`src/rtl/rx_chain_ctrl.sv`:
```
`default_nettype none
// +----------------------------------------------------------------------------+
// | Module   : rx_chain_ctrl                                                   |
// | Purpose  : Run/rate control register, start-up sequencer and strobe        |
// |            scheduler for one RX decimation channel. Generates the chain    |
// |            enable/reset, sample and decimator strobes, and a qualified     |
// |            output-valid that discards filter warm-up samples.              |
// | Config   : RX_CHAIN_CTRL_SETTLE_MASK_EN builds the SETTLE state, which     |
// |            masks the first SETTLE_COUNT hb_strobe pulses after a restart.  |
// |            Without it, RESET goes straight to RUN.                          |
// | Revision : 1.0 - initial release                                           |
// +----------------------------------------------------------------------------+
module rx_chain_ctrl #(
  parameter logic [6:0] CTRLADDR     = 7'd40,
  parameter int         RESET_CYCLES = 4,
  parameter int         SETTLE_COUNT = 8
) (
  input  logic        clock,
  input  logic        reset,
  input  logic [6:0]  serial_addr,
  input  logic [31:0] serial_data,
  input  logic        serial_strobe,
  input  logic        hb_strobe,
  output logic        chain_enable,
  output logic        chain_reset,
  output logic        sample_strobe,
  output logic        decimator_strobe,
  output logic [7:0]  decim_rate,
  output logic        rx_valid,
  output logic        busy
);

  // Reset-hold counter counts down from RESET_CYCLES-1 to 0 while in RESET.
  localparam logic [7:0] RST_LOAD = 8'(RESET_CYCLES - 1);
`ifdef RX_CHAIN_CTRL_SETTLE_MASK_EN
  localparam logic [8:0] SETTLE_TARGET = 9'(SETTLE_COUNT);
`endif

  typedef enum logic [1:0] {
    ST_IDLE   = 2'd0,
    ST_RESET  = 2'd1,
`ifdef RX_CHAIN_CTRL_SETTLE_MASK_EN
    ST_SETTLE = 2'd2,
`endif
    ST_RUN    = 2'd3
  } state_t;

  state_t     state_q, state_d;
  logic [7:0] rate_q;
  logic [7:0] rst_cnt_q;
  logic [7:0] dec_cnt_q;
  logic       chain_reset_q;
  logic       chain_enable_q;
  logic       sample_strobe_q;
  logic       busy_q;

  logic       w_wr;
  logic       w_run;
  logic [7:0] w_rate;
  logic       w_rate_chg;
  logic [7:0] w_dec_load;
  logic       w_restart;
  logic       w_enabled_d;
  logic       w_busy_d;
  logic       w_unused;

  // Control register write decode; the run bit is carried by the FSM state.
  assign w_wr       = serial_strobe && (serial_addr == CTRLADDR);
  assign w_run      = serial_data[8];
  assign w_rate     = serial_data[7:0];
  assign w_rate_chg = (w_rate != rate_q);
  // Rates 0 and 1 both mean one decimator strobe per sample.
  assign w_dec_load = (rate_q == 8'd0) ? 8'd0 : (rate_q - 8'd1);

`ifdef RX_CHAIN_CTRL_SETTLE_MASK_EN
  logic [7:0] settle_cnt_q;
  logic       w_settle_done;
  // Leave SETTLE on the edge that sees the SETTLE_COUNT-th pulse, so the next pulse is valid.
  assign w_settle_done = (SETTLE_TARGET == 9'd0) ||
                         (hb_strobe && (({1'b0, settle_cnt_q} + 9'd1) >= SETTLE_TARGET));
  assign w_unused      = ^serial_data[31:9];
`else
  assign w_unused      = ^{serial_data[31:9], 8'(SETTLE_COUNT)};
`endif

  // Next-state decode; a run=0 write wins from every state.
  always_comb begin
    state_d   = state_q;
    w_restart = 1'b0;
    if (w_wr && !w_run) begin
      state_d = ST_IDLE;
    end else begin
      case (state_q)
        ST_IDLE: begin
          if (w_wr) begin
            state_d   = ST_RESET;
            w_restart = 1'b1;
          end
        end
        ST_RESET: begin
          if (w_wr && w_rate_chg) begin
            state_d   = ST_RESET;
            w_restart = 1'b1;
          end else if (rst_cnt_q == 8'd0) begin
`ifdef RX_CHAIN_CTRL_SETTLE_MASK_EN
            state_d = ST_SETTLE;
`else
            state_d = ST_RUN;
`endif
          end
        end
`ifdef RX_CHAIN_CTRL_SETTLE_MASK_EN
        ST_SETTLE: begin
          if (w_wr && w_rate_chg) begin
            state_d   = ST_RESET;
            w_restart = 1'b1;
          end else if (w_settle_done) begin
            state_d = ST_RUN;
          end
        end
`endif
        ST_RUN: begin
          if (w_wr && w_rate_chg) begin
            state_d   = ST_RESET;
            w_restart = 1'b1;
          end
        end
        default: state_d = ST_IDLE;
      endcase
    end
  end

  // Chain drive and busy are decoded from the next state so they register with it.
`ifdef RX_CHAIN_CTRL_SETTLE_MASK_EN
  assign w_enabled_d = (state_d == ST_SETTLE) || (state_d == ST_RUN);
  assign w_busy_d    = (state_d == ST_RESET) || (state_d == ST_SETTLE);
`else
  assign w_enabled_d = (state_d == ST_RUN);
  assign w_busy_d    = (state_d == ST_RESET);
`endif

  // FSM state, control register, registered outputs and sequencing counters.
  always_ff @(posedge clock or posedge reset) begin
    if (reset) begin
      state_q         <= ST_IDLE;
      rate_q          <= 8'd16;
      rst_cnt_q       <= 8'd0;
      dec_cnt_q       <= 8'd0;
      chain_reset_q   <= 1'b0;
      chain_enable_q  <= 1'b0;
      sample_strobe_q <= 1'b0;
      busy_q          <= 1'b0;
`ifdef RX_CHAIN_CTRL_SETTLE_MASK_EN
      settle_cnt_q    <= 8'd0;
`endif
    end else begin
      state_q         <= state_d;
      chain_reset_q   <= (state_d == ST_RESET);
      chain_enable_q  <= w_enabled_d;
      sample_strobe_q <= w_enabled_d;
      busy_q          <= w_busy_d;

      if (w_wr) begin
        rate_q <= w_rate;
      end

      // Reset hold: reload on every (re)start, count down while in RESET.
      if (w_restart) begin
        rst_cnt_q <= RST_LOAD;
      end else if ((state_q == ST_RESET) && (rst_cnt_q != 8'd0)) begin
        rst_cnt_q <= rst_cnt_q - 8'd1;
      end

      // Decimation: preset to N-1 during RESET, then count samples and wrap on zero.
      if (state_q == ST_RESET) begin
        dec_cnt_q <= w_dec_load;
      end else if (sample_strobe_q) begin
        dec_cnt_q <= (dec_cnt_q == 8'd0) ? w_dec_load : (dec_cnt_q - 8'd1);
      end

`ifdef RX_CHAIN_CTRL_SETTLE_MASK_EN
      // Warm-up pulse count is only meaningful inside SETTLE.
      if (state_q != ST_SETTLE) begin
        settle_cnt_q <= 8'd0;
      end else if (hb_strobe) begin
        settle_cnt_q <= settle_cnt_q + 8'd1;
      end
`endif
    end
  end

  assign chain_reset      = chain_reset_q;
  assign chain_enable     = chain_enable_q;
  assign sample_strobe    = sample_strobe_q;
  assign busy             = busy_q;
  assign decim_rate       = rate_q;
  assign decimator_strobe = sample_strobe_q && (dec_cnt_q == 8'd0);
  assign rx_valid         = hb_strobe && (state_q == ST_RUN);

endmodule
`default_nettype wire

```
`config.mk`:
```
export PLATFORM = sky130hd
export DESIGN_NAME = rx_chain_ctrl
export DESIGN_NICKNAME = d
export VERILOG_FILES = /design/src/rtl/rx_chain_ctrl.sv
export SDC_FILE = /design/constraint.sdc
export NUM_CORES = 1
export LEC_CHECK = 0
export CORE_UTILIZATION = 46
export DETAILED_ROUTE_END_ITERATION = 6
export PLACE_DENSITY = 0.79
export SLEW_MARGIN = 40
export SYNTH_ARGS = -nofsm -noshare
export SYNTH_HDL_FRONTEND = slang
export SYNTH_SLANG_ARGS = --single-unit
```
`constraint.sdc`:
```
create_clock -name clock -period 2.2 [get_ports clock]
set_input_delay 0.44 -clock clock [delete_from_list [all_inputs] [get_ports clock]]
set_output_delay 0.44 -clock clock [all_outputs]
set_load 0.005 [all_outputs]
```
# Word-level counts from Yosys, hierarchy flattened
# Cells that the tools add are included.
# totals
ff_bits	28
word_cells	46
output_inout_bits	14
inputBits	43
# op_classes
muxes	16
reduce_logical	15
addsub	3
eq_ne	6
# ops
op	count
$mux W8	6
$logic_not A8 Y1	3
$sub A8 B1 Y8 const B	3
$mux W2	5
$ne A8 B8 Y1	1
$reduce_bool A8 Y1	1
$eq A7 B6 Y1 const B	1
$logic_and A1 B1 Y1	6
$pmux W2 S3	1
$eq A2 B1 Y1 const B	2
$eq A2 B2 Y1 const B	2
$reduce_bool A2 Y1	2
$mux W1	3
$logic_not A2 Y1	1
$pmux W1 S2	1
$reduce_or A2 Y1	1
$logic_not A1 Y1	1

# Depth between registers and ports, before layout
# Gate-level depths: netlist of the first run.
# depth
ltp_word	7
mapped_depth	6
ltp_nobuf	6

# Worst setup path after synthesis of the first run
# Ideal clock, no wire load.
# synth_path
path_type	reg-to-reg
from	reg rst_cnt_q[0]
to	reg busy_q (netlist: busy)
stages_incl_launch_ff	7
slack_ps	453
path_buffers	0
period_less_slack_ps	1747
arrival_time_ps	1623
path_cell_list	dfrtp_1 -> inv_1 -> ha_1 -> nor4b_2 -> a21oi_1 -> and2_1 -> a211o_1
# synth_between
elab_chain_len	6
# synth_rtl
item	line	source
from (decl)	50	logic [7:0] rst_cnt_q;
from (signal assigned)	171	rst_cnt_q <= rst_cnt_q - 8'd1;
$logic_not A8 Y1	104	end else if (rst_cnt_q == 8'd0) begin
$mux W2	104	
$mux W2	101	if (w_wr && w_rate_chg) begin
$pmux W2 S3	93	case (state_q)
$mux W2	90	if (w_wr && !w_run) begin
$eq A2 B1 Y1	139	assign w_busy_d = (state_d == ST_RESET);
named net w_busy_d	64	logic w_busy_d;
to (signal assigned)	161	busy_q <= w_busy_d;
to (decl)	55	logic busy_q;
# The timed path passes the listed nets, and every way through them passes these cells.
# A chain may end at the register's enable or synchronous reset.

# Worst setup path after layout of the first run
# layout_path
from	in hb_strobe
to	out rx_valid
# layout_between
elab_chain_len	1
# layout_rtl
item	line	source
from (decl)	23	input logic hb_strobe,
$logic_and A1 B1 Y1	198	assign rx_valid = hb_strobe && (state_q == ST_RUN);
to (decl)	29	output logic rx_valid,
# No other way between the ends.

==> impl_metrics.csv, run 1 <==
group,metric,value,unit
cells_and_area,number_of_fillers_in_the_final_layout,306,
cells_and_area,final_area,0.00233,sq mm
routing,detailedRoute.firstPassIterationCount,4,
routing,drt-total-wl,3850,microns
worst_setup_path,critical_path_arrival,1540,ps
power_and_ir_drop,power_frac_comb,0.416,
die,die_width,64.6,microns
worst_setup_path,critPathLaunchType,"input pin",
synthesis,mappedNetlistNets,226,
routing,drtAntennaViolNets,0,
power_and_ir_drop,power_frac_clock,0.160,
worst_setup_path,critPathCaptureType,"output pin",
synthesis,synth.avg_cell_area,10.2,sq um
routing,dr_total_vias,1556,
timing,finalHoldViolations,0,
synthesis,most_instantiated_flip_flop_cell_in_the_synthesis_netlist,"sky130_fd_sc_hd__dfrtp_1",
worst_setup_path,worstPathRequired,1760,ps
worst_setup_path,timing.critical_path.fanout_max,1,
grt,grt_first_pass_wirelength,6870,microns
power_and_ir_drop,cell_internal_pwr,1.22,mW
clock_network,clock_tree.htree_level_count,1,
cells_and_area,drive_gt1_frac,0.180,
synthesis,yosysSeqAreaShare,0.389,
grt,grt_antenna_before_repair,0,
flow_run,drv_cap,0,
clock_network,clock_sink_count,28,
timing,period_minus_slack,1980,ps
routing,iteration_0_drc_count_of_the_detailed_router,50,
cells_and_area,n_antenna_cell,0,
clock_network,cts.root.buffer_cell,"sky130_fd_sc_hd__clkbuf_8",
power_and_ir_drop,irDropWorstVdd,0.303,mV
timing,setup_viol,0,
place,gpl_congestion,0.811,
die,die_h,64.6,microns
die,placeableCoreArea,0.00372,sq mm
cells_and_area,num-nets-final,272,
die,initial_utilization,0.486,
timing,grt_setup_unrepaired,"no",
clock_network,max-clock-path-buffers,2,
timing,timing.slew.headroom,0.615,
routing,post-route-drc-count,0,
worst_hold_path,min-delay-path-class,"input pin to async pin",
die,floorplan.rows,22,
routing,detail_route.wl_per_cell,14.3,microns
power_and_ir_drop,p_leak,1.01,nW
worst_setup_path,timing.setup.critical_path_class,"input pin to output pin",
power_and_ir_drop,share_seq_of_total_power,0.424,
grt,global_route.overflow_total,0,
routing,via_per_inst,5.76,
status,run_status,"complete, no violations",
synthesis,syn-instance-count,177,
synthesis,mappedNetlistArea,0.00180,sq mm
power_and_ir_drop,power_density,841,mW/mm^2
synthesis,number_of_synthesized_flops_with_an_enable_pin,0,
power_and_ir_drop,total_power,1.96,mW
timing,worst-slew-pin-transition,573,ps
timing,fin_skew,3.31,ps
cells_and_area,layout_area_growth_over_synthesis,29.3,%
place,dp_hpwl,2910,microns
power_and_ir_drop,sw_frac_of_total,0.376,
place,placement.cell_area,0.00224,sq mm
grt,first_global_vias,1546,
synthesis,yosys_warnings,0,
die,floorplan.die_area,0.00418,sq mm
grt,grt.total_usage,0.208,
timing,slew_viol_final,0,
timing,max_freq,504,MHz
synthesis,synth-seq-cells,28,
power_and_ir_drop,switching_power,0.737,mW
clock_network,tritoncts.num_buffers,3,
die,floorplan.io_pins,57,
clock_network,tritoncts,"done",
synthesis,synthDistinctLibCells,52,
clock_network,insertion_delay,270,ps
clock_network,clkSlewWorstSetupHoldPaths,90,ps
timing,fin_crit_sh,0.901,
grt,grt_max_degree,29,
place,port_buffers,33,
synthesis,asyncSetResetFlopFracSynth,1.00,
-- through the flow --
| stage | instances | hold WS, ps | setup TNS (ps) | util | worst slack [ps] |
|---|---|---|---|---|---|
| 3_3_place_gp | 264 | 566 | 0 | 0.603 | 3.59 |
| 6_report | 270 | 534 | 0 | 0.628 | 217 |
| 5_1_grt | 270 | 575 | 0 | 0.628 | 147 |
| 4_1_cts | 269 | 541 | 0 | 0.623 | 11.9 |
| 2_1_floorplan | 177 | 505 | 0 | - | 453 |
| 3_5_place_dp | 264 | 585 | -14.8 | 0.603 | -7.71 |
-- placed cells by master (no fill, tap or decap), types with 6 or more instances in the layout --
cell | netlist | layout
sky130_fd_sc_hd__nor4_1 | 6 | 6
sky130_fd_sc_hd__clkdlybuf4s50_1 | 0 | 32
sky130_fd_sc_hd__nor2_1 | 9 | 9
sky130_fd_sc_hd__inv_1 | 10 | 9
sky130_fd_sc_hd__dfrtp_1 | 27 | 26
sky130_fd_sc_hd__xor2_1 | 10 | 10
sky130_fd_sc_hd__mux2_2 | 8 | 8
sky130_fd_sc_hd__nand2_1 | 6 | 6
sky130_fd_sc_hd__buf_4 | 2 | 12
sky130_fd_sc_hd__a211oi_1 | 6 | 6
sky130_fd_sc_hd__nor3_1 | 6 | 6
sky130_fd_sc_hd__a21oi_1 | 16 | 16
-- logic make-up (layout without fill, tap and decap cells) --
kind of cell             Yosys count  in the layout  share of synthesized area
buffers and inverters             14             59                     0.0374
AND/OR/NAND/NOR                   57             57                      0.214
XOR/XNOR                          15             15                     0.0728
AO/OA/AOI/OAI                     44             44                      0.167
multiplexers                      13             13                     0.0777
flip-flops                        28             28                      0.389
adder cells (fa/ha/maj)            6              6                     0.0416
-- what timing repair did --
item                                    4_1_cts  5_1_grt
endpoints found under the setup margin        1        1
hold buffers                                  0        0
buffers inserted                              1        1
resized for setup                             4        3
pin swaps                                     1        2
-- per-layer routing --
layer  up-vias  wire [microns]  global-route usage
met3         6             155              0.0317
met1       746            1770               0.277
met5         -               0                   0
li1        763               -                   -
met2        41            1870               0.343
met4         0              51              0.0722
-- power groups by stage --
stage / combinational, mW / sequential (mW) / clock, mW
after CTS: 0.802 / 0.818 / 0.326
after detailed placement: 0.767 / 0.832 / 0
after global routing: 0.903 / 0.857 / 0.348
after floorplan: 0.545 / 0.800 / 0
final: 0.816 / 0.831 / 0.314
after global placement: 0.749 / 0.824 / 0
-- final timing paths --
kind / from / to / slack, ps / cells after the start
hold reg to reg: dec_cnt_q[1] / dec_cnt_q[1] / 600 / 1
setup reg to reg: dec_cnt_q[1] / dec_cnt_q[5] / 320 / 6
min in group clock: dec_cnt_q[1] / dec_cnt_q[1] / 600 / 1
max in group asynchronous: reset / decim_rate[4] / 1360 / 3
hold / removal: reset / rst_cnt_q[3] / 530 / 3
setup / recovery: hb_strobe / rx_valid / 220 / 3
-- state kept, by name, indices dropped and copies added (netlist names) --
register and count:
state_q 2, decim_rate 8, dec_cnt_q 8, rst_cnt_q 8, sample_strobe 1, busy 1
-- cell type report --
class	instances	area (sq um)	share of cell area
Sequential cell	28	703	0.302
Clock buffer	4	55.1	0.0236
Timing Repair Buffer	45	423	0.181
Multi-Input combinational cell	135	1050	0.452
Inverter	10	37.5	0.0161
Tap cell	48	60.1	0.0258
-- Yosys cell counts (2+ instances only) --
library cell	instances	area, sq um
sky130_fd_sc_hd__a211oi_1	6	45.0
sky130_fd_sc_hd__nor2_1	9	33.8
sky130_fd_sc_hd__nand4bb_1	2	22.5
sky130_fd_sc_hd__nor3b_1	3	22.5
sky130_fd_sc_hd__or3_1	2	12.5
sky130_fd_sc_hd__xor2_1	10	87.6
sky130_fd_sc_hd__a21o_1	2	15.0
sky130_fd_sc_hd__mux2i_1	5	50.1
sky130_fd_sc_hd__a21oi_1	16	80.1
sky130_fd_sc_hd__xnor2_1	5	43.8
sky130_fd_sc_hd__and2_1	2	12.5
sky130_fd_sc_hd__buf_4	2	15.0
sky130_fd_sc_hd__nand3_1	6	30.0
sky130_fd_sc_hd__nor4b_1	2	17.5
sky130_fd_sc_hd__inv_1	10	37.5
sky130_fd_sc_hd__a32oi_1	2	17.5
sky130_fd_sc_hd__dfrtp_1	27	676
sky130_fd_sc_hd__nor4b_2	2	30.0
sky130_fd_sc_hd__mux2_2	8	90.1
sky130_fd_sc_hd__nor3_1	6	30.0
sky130_fd_sc_hd__o31ai_1	2	15.0
sky130_fd_sc_hd__ha_1	6	75.1
sky130_fd_sc_hd__o22ai_1	3	18.8
sky130_fd_sc_hd__nand2_1	6	22.5
sky130_fd_sc_hd__nor4_1	6	37.5
-- critical path: stages --
cell and delay, ps:
sky130_fd_sc_hd__clkdlybuf4s50_1 450, sky130_fd_sc_hd__and3_2 170, sky130_fd_sc_hd__clkdlybuf4s50_1 490
Power figures use the tool's default switching activity.
==> run 2: changes to the inputs <==
--- a/config.mk
+++ b/config.mk
@@ -5,9 +5,10 @@
 export SDC_FILE = /design/constraint.sdc
 export NUM_CORES = 1
 export LEC_CHECK = 0
+export ABC_AREA = 0
 export CORE_UTILIZATION = 46
 export DETAILED_ROUTE_END_ITERATION = 6
-export PLACE_DENSITY = 0.79
+export PLACE_DENSITY_LB_ADDON = 0.2
 export SLEW_MARGIN = 40
 export SYNTH_ARGS = -nofsm -noshare
 export SYNTH_HDL_FRONTEND = slang
==> impl_metrics.csv, run 2 (same netlist as run 1, synthesis figures left out) <==
group,metric,value,unit
worst_setup_path,timing.critical_path.fanout_max,1,
place,gpl_congestion,0.862,
timing,worst-slew-pin-transition,520,ps
grt,grt_max_degree,29,
cells_and_area,final_area,0.00235,sq mm
timing,grt_setup_unrepaired,"no",
clock_network,max-clock-path-buffers,2,
timing,finalHoldViolations,0,
worst_setup_path,critPathLaunchType,"input pin",
die,placeableCoreArea,0.00372,sq mm
clock_network,clock_sink_count,28,
cells_and_area,multiInputGateArea,0.00104,sq mm
timing,timing.slew.headroom,0.653,
power_and_ir_drop,total_power,2.06,mW
clock_network,tritoncts,"done",
power_and_ir_drop,power_density,879,mW/mm^2
die,die_width,64.6,microns
routing,via_per_inst,5.71,
grt,grt.total_usage,0.206,
cells_and_area,num-nets-final,274,
worst_setup_path,worstPathRequired,1760,ps
status,run_status,"complete, no violations",
clock_network,clock_tree.htree_level_count,1,
place,port_buffers,33,
worst_setup_path,critPathCaptureType,"output pin",
worst_setup_path,critical_path.reg2reg.endpoint,"dec_cnt_q[5]",
die,initial_utilization,0.486,
power_and_ir_drop,irDropWorstVdd,0.385,mV
worst_setup_path,worst-r2r-cell-count,6,
power_and_ir_drop,p_leak,1.03,nW
timing,post-route-worst-setup-slack,215,ps
place,dp_worst_setup_slack,24.5,ps
cells_and_area,n_antenna_cell,0,
place,placement.cell_area,0.00223,sq mm
routing,dr_total_vias,1554,
worst_setup_path,critical_path.n_buffers_inverters,2,
worst_setup_path,rrSetupSlack,270,ps
cells_and_area,mostFrequentLayoutCell,"sky130_fd_sc_hd__clkdlybuf4s50_1",
place,dp_hpwl,2990,microns
worst_setup_path,timing.critical_path.cells,"clkdlybuf4s50_1 -> and3_2 -> clkdlybuf4s50_1",
worst_setup_path,crit_path_max_incr_delay,490,ps
die,floorplan.die_area,0.00418,sq mm
die,floorplan.io_pins,57,
worst_hold_path,min-delay-path-class,"input pin to async pin",
worst_setup_path,critical_path_arrival,1550,ps
timing,fin_setup_tns,0,ps
timing,period_minus_slack,1990,ps
routing,drtAntennaViolNets,0,
timing,fin_crit_sh,0.902,
worst_setup_path,crit_path_frequent_cell,"sky130_fd_sc_hd__clkdlybuf4s50_1",
cells_and_area,layoutNonFillerInstCount,272,
timing,max_freq,504,MHz
place,place.detailed.instances,263,
worst_setup_path,critical_path.slowest_cell,"sky130_fd_sc_hd__clkdlybuf4s50_1",
clock_network,clkSlewWorstSetupHoldPaths,100,ps
timing,fin_worst_hold_slack,517,ps
timing,setup_viol,0,
die,floorplan.rows,22,
cells_and_area,utilization,0.632,
cells_and_area,drive_gt1_frac,0.179,
routing,detailedRoute.firstPassIterationCount,4,
grt,global_route.overflow_total,0,
clock_network,insertion_delay,270,ps
cells_and_area,final-seq-area,703,sq um
routing,drt-total-wl,4120,microns
clock_network,tritoncts.num_buffers,3,
clock_network,cts.root.buffer_cell,"sky130_fd_sc_hd__clkbuf_8",
cells_and_area,most_used_cells_in_the_layout_excluding_fill_and_tap_cells,"32 x sky130_fd_sc_hd__clkdlybuf4s50_1, 26 x sky130_fd_sc_hd__dfrtp_1, 16 x sky130_fd_sc_hd__a21oi_1",
routing,detail_route.wl_per_cell,15.1,microns
worst_setup_path,critical_path.reg2reg.startpoint,"dec_cnt_q[0]",
routing,post-route-drc-count,0,
routing,iteration_0_drc_count_of_the_detailed_router,59,
worst_setup_path,timing.setup.critical_path_class,"input pin to output pin",
grt,first_global_vias,1533,
grt,grt_antenna_before_repair,0,
cells_and_area,layout_area_growth_over_synthesis,30.2,%
cells_and_area,number_of_fillers_in_the_final_layout,316,
clock_network,cts_hold_buffers,0,
die,die_h,64.6,microns
worst_setup_path,timing.critical_path.max_delay_family,"buffers and inverters",
grt,grt_first_pass_wirelength,6690,microns
flow_run,drv_cap,0,
timing,slew_viol_final,0,
timing,fin_skew,7.44,ps
[run 2: cell count changes in the layout (fill, tap and decap cells not counted), sizes merged]
| cell | delta |
|---|---|
| buf | +2 |
| bufinv | +1 |
| clkbuf | -1 |
[run 2: worst max path at each step]
stage                                  end  cells past startpoint  slack [ps]      startpoint
after floorplan                       busy                      6         450    rst_cnt_q[0]
after global placement        rst_cnt_q[1]                      6          10  serial_data[1]
after detailed placement      rst_cnt_q[1]                      6          20  serial_data[1]
after CTS                 decimator_strobe                      4          20    dec_cnt_q[6]
after global routing          dec_cnt_q[5]                      6          60    dec_cnt_q[0]
final                             rx_valid                      3         210       hb_strobe
[run 2: report_power, final]
group | leakage (nW) | switching, mW | internal [mW]
clock network | 0.0357 | 0.164 | 0.244
registers | 0.343 | 0.173 | 0.651
logic | 0.648 | 0.412 | 0.422
total | 1.03 | 0.748 | 1.32
[run 2: area by class of cell]
type | count | share of cell area
Multi-Input combinational cell | 135 | 0.442
Sequential cell | 28 | 0.299
Timing Repair Buffer | 47 | 0.186
Tap cell | 48 | 0.0256
Clock buffer | 3 | 0.0176
Inverter | 10 | 0.0160
Clock inverter | 1 | 0.0128
[run 2: metal layers]
layer	part of all wire	GRT usage	vias up	wire length (microns)
met4	0.011	0.0694	0	44
met2	0.50	0.367	51	2070
met5	0	0	-	0
met1	0.44	0.258	738	1810
met3	0.045	0.0194	4	184
li1	-	-	761	-
[run 2: repair_timing]
action | 4_1_cts | 5_1_grt
gates resized for setup | 3 | 1
buffers inserted | 3 | 2
pin swaps | 1 | 3
endpoints found under the setup margin | 1 | 1
[run 2: worst register-to-register path, cell delays in order, from the launching register on]
cell	delay, ps
sky130_fd_sc_hd__dfrtp_1	410
sky130_fd_sc_hd__inv_2	110
sky130_fd_sc_hd__ha_1	220
sky130_fd_sc_hd__nor4b_2	470
sky130_fd_sc_hd__a21o_2	270
sky130_fd_sc_hd__nand3_1	160
sky130_fd_sc_hd__o21ai_0	210
==> run 3: changes to the inputs <==
--- a/config.mk
+++ b/config.mk
@@ -13,3 +13,4 @@
 export SYNTH_ARGS = -nofsm -noshare
 export SYNTH_HDL_FRONTEND = slang
 export SYNTH_SLANG_ARGS = --single-unit
+export TNS_END_PERCENT = 10
==> results of run 3 <==
Same layout as run 2: the final DEF is identical, and so are final timing and power.
